File: config.mk
export PLATFORM = sky130hd
export DESIGN_NAME = col_parity_acc
export DESIGN_NICKNAME = d
export VERILOG_FILES = /design/src/rtl/parity_frame_pkg.sv /design/src/rtl/col_parity_acc.sv
export SDC_FILE = /design/constraint.sdc
export NUM_CORES = 1
export LEC_CHECK = 0
export ABC_AREA = 1
export BUFFER_PORTS_ARGS = -buffer_cell sky130_fd_sc_hd__buf_2
export CAP_MARGIN = 20
export CORE_AREA = 2 2 39 41
export DETAILED_ROUTE_END_ITERATION = 8
export DIE_AREA = 0 0 41 43
export MAX_ROUTING_LAYER = met4
export SLEW_MARGIN = 20
export SYNTH_ARGS = -nofsm -noshare
export SYNTH_HDL_FRONTEND = slang
export SYNTH_SLANG_ARGS = --single-unit
File: constraint.sdc
create_clock -name clk -period 0.9 [get_ports clk]
set_input_delay 0.18 -clock clk [delete_from_list [all_inputs] [get_ports clk]]
set_output_delay 0.18 -clock clk [all_outputs]
set_load 0.01 [all_outputs]
File: src/rtl/parity_frame_pkg.sv
// Shared types and constants for the nibble parity frame checker.
// A frame is four data nibbles followed by one column-parity check nibble.
package parity_frame_pkg;

    localparam int FRAME_DATA_WORDS = 4;
    localparam int NIBBLE_W         = 4;
    localparam int IDX_W            = $clog2(FRAME_DATA_WORDS);

    typedef enum logic [1:0] {
        IDLE  = 2'd0,
        DATA  = 2'd1,
        CHECK = 2'd2,
        HOLD  = 2'd3
    } state_t;

    typedef logic [NIBBLE_W-1:0] nibble_t;
    typedef logic [IDX_W-1:0]    idx_t;

    // True when the slot being written is the final data nibble of the frame.
    function automatic logic is_last_data(input idx_t idx);
        return idx == idx_t'(FRAME_DATA_WORDS - 1);
    endfunction

endpackage

File: src/rtl/col_parity_acc.sv
// Running column-parity accumulator: load restarts it with the first nibble,
// en folds each further nibble in with XOR.
module col_parity_acc
    import parity_frame_pkg::*;
(
    input  logic                clk,
    input  logic                rst,
    input  logic                load,
    input  logic                en,
    input  logic [NIBBLE_W-1:0] d,
    output logic [NIBBLE_W-1:0] acc
);

    // NOTE: sequential state is written with non-blocking assignments so every
    // register samples the pre-edge values of its neighbours.
    always_ff @(posedge clk or posedge rst) begin
        if (rst) begin
            acc <= '0;
        end else if (load) begin
            acc <= d;
        end else if (en) begin
            acc <= acc ^ d;
        end
    end

endmodule

==> results.tsv <==
metric	value	unit
Final TNS setup	-138	ps
routed vias/inst	3.81	
area of the multi-input gates	88.8	µm²
arrival time at the worst endpoint	760	ps
Initial Utilization	17.5	%
core region area	1380	µm²
Max Clk Rate	1060	MHz
Max Clock Skew	0	ps
compound-gate portion of the synthesized area	0	%
clk buf depth	2	
critical path depth	1	
Post-Syn Nets	47	
status	complete, but fails checks	
relative slew slack	79.5	%
Synth top area share	41.5	%
number of port buffers	11	
largest registers	acc x4	
fill count	156	
Post-Synthesis Cell Area	241	µm²
largest net degree at the start of global routing	7	
violated checks	negative setup slack	
largest reg by FF count	acc	
Cells after Synth	39	
commonest non-fill, non-tap cell in the layout	nor2_1	
static leakage	0.000257	µW
All-Layer GR Usage	10.2	%
CTS tree	yes	
post-synthesis sequential area ratio	41.5	%
pwr/cell area	1520	nW/µm²
Syn Area/Cell	6.19	µm²
Critical path buffers and inverters	1	
first-pass GRT wire length	1090	µm
initial antenna violation count	0	
cell taking the most area after synthesis	dfrtp_1	
design area	385	µm²
layout cells sized above 1	31.0	%
vias in the first global route	263	
most frequent cells in the layout	17 x nor2_1, 14 x inv_1, 10 x buf_2	
largest family of logic cells by synthesized area	simple AND/OR/NAND/NOR gates	
Crit. End Element	primary output	
TritonCTS buffer count	3	
Setup Viol. Count Final	4	
Min Hold Slack	240	ps
hold path cells	4	
Num Clock Sinks	4	
Worst-path clk slew	40	ps
Post-Synth Adder-Cell Area	0	%
Top Ports	12	
chip height	43	µm
synth top area cells	dfrtp_1 41%, nor2_1 26%, inv_1 22%	
mux contribution to synthesized area	0	%
Clk Tree Root Cell	clkbuf_4	
Worst Tran Pin Value	307	ps
die area	1760	µm²
drc violations	0	
die width	41	µm
max-cap viol count	0	
Register-to-Register Path Depth	5	
Via Count	282	
minimum clock period	945	ps
max reg flops	4	
1st-iter DRT viols	5	
Peak VDD IR	0.479	mV
RSZ-0062 raised after global routing	true	
post-synth cell types	4	
worst-skew pair later-pin latency	240	ps
#FFs+latches synth	4	
Post-DP HPWL	458	µm
WS Path Type	reg2out	
critical path's slowest cell	dfrtp_1	
Rows	14	
WL/cell	8.92	µm
startpoint types	register	
Yosys warning total	0	
Top delay family on crit path	flip-flops	
Nets	68	
Max FO, Critical Path	3	
Synth Area in Simple Gates	36.8	%
Area after DPL	324	µm²
Clock H-tree levels	1	
final hold vios	0	
Final Max Tran Viols	0	
worst-path cell chain	buf_2	
grt total ovfl	0	
DRT antenna net count	0	
worst stage delay on the critical path	380	ps
Placer Congestion	0.723	
drt total wl	660	µm
drt pass-1 iters	2	
register area	100	µm²
Final period util	105	%
DP Cell Count	67	
Area growth syn-to-layout	59.6	%
fin cells	74	
Crit path required time	720	ps
worst setup margin	-44.7	ps
XOR/XNOR Fraction of Synth Area	0	%
n_diodes	0	
HP Class	in2reg	
worst register-to-register path: cells and delay by family, from the launching register on:
| kind | cells | cell delay (ps) |
|---|---|---|
| DFF | 1 | 390 |
| buffers and inverters | 2 | 180 |
| and+or+nand+nor | 3 | 170 |
cell usage after synthesis:
cell type and n:
nor2_1 17, inv_1 14, dfrtp_1 4, nand4_1 4
final cells by class:
class,count,area share [%]
Multi-Input combinational cell,21,23.1
Sequential cell,4,26.0
Inverter,14,13.6
Clock buffer,3,5.84
Timing Repair Buffer,16,26.3
Tap cell,16,5.19
metal layers:
layer	global-route usage (%)	vias up	share of wire (%)	wire, µm
li1	-	150	-	-
met1	13.4	114	50	328
met2	11.6	14	36	237
met5	-	-	0	0
met3	4.71	4	11	71
met4	8.00	0	3.5	23
where the power goes:
| group | leakage, µW | internal [µW] | switching, µW |
|---|---|---|---|
| Clock | 0.0000138 | 150 | 79.1 |
| Sequential | 0.0000467 | 200 | 12.6 |
| Combinational | 0.000197 | 72.4 | 71.1 |
| Total | 0.000257 | 422 | 163 |
logic make-up after synthesis:
| group | Yosys count |
|---|---|
| buf+inv | 14 |
| simple gates | 21 |
| flops | 4 |
metrics by stage:
stage / power, µW / worst slack [ps] / utilization (%)
2_1_floorplan: 272 / 172 / -
3_3_place_gp: 324 / -7.79 / 23.4
3_5_place_dp: 328 / -24.4 / 23.4
4_1_cts: 581 / -62.3 / 26.9
5_1_grt: 627 / -64.3 / 27.8
6_report: 585 / -44.7 / 27.8
path summary, 6_finish.rpt:
| kind | startpoint | endpoint | slack, ps |
|---|---|---|---|
| worst max-delay path | acc[2] | acc[2] | -40 |
| worst min-delay path | d[3] | acc[3] | 240 |
| worst max register to register | acc[0] | acc[0] | 50 |
| worst min register to register | acc[2] | acc[2] | 580 |
| max in group asynchronous | rst | acc[0] | 390 |
| min in group asynchronous | rst | acc[2] | 360 |
timing repair:
item	CTS	global route
buffers inserted	2	1
cloned	0	0
pin swaps	0	1
endpoints found under the hold margin	4	0
setup endpoints to repair	4	5
gates resized for setup	0	1
hold buffers	1	0
Power figures use the tool's default switching activity.
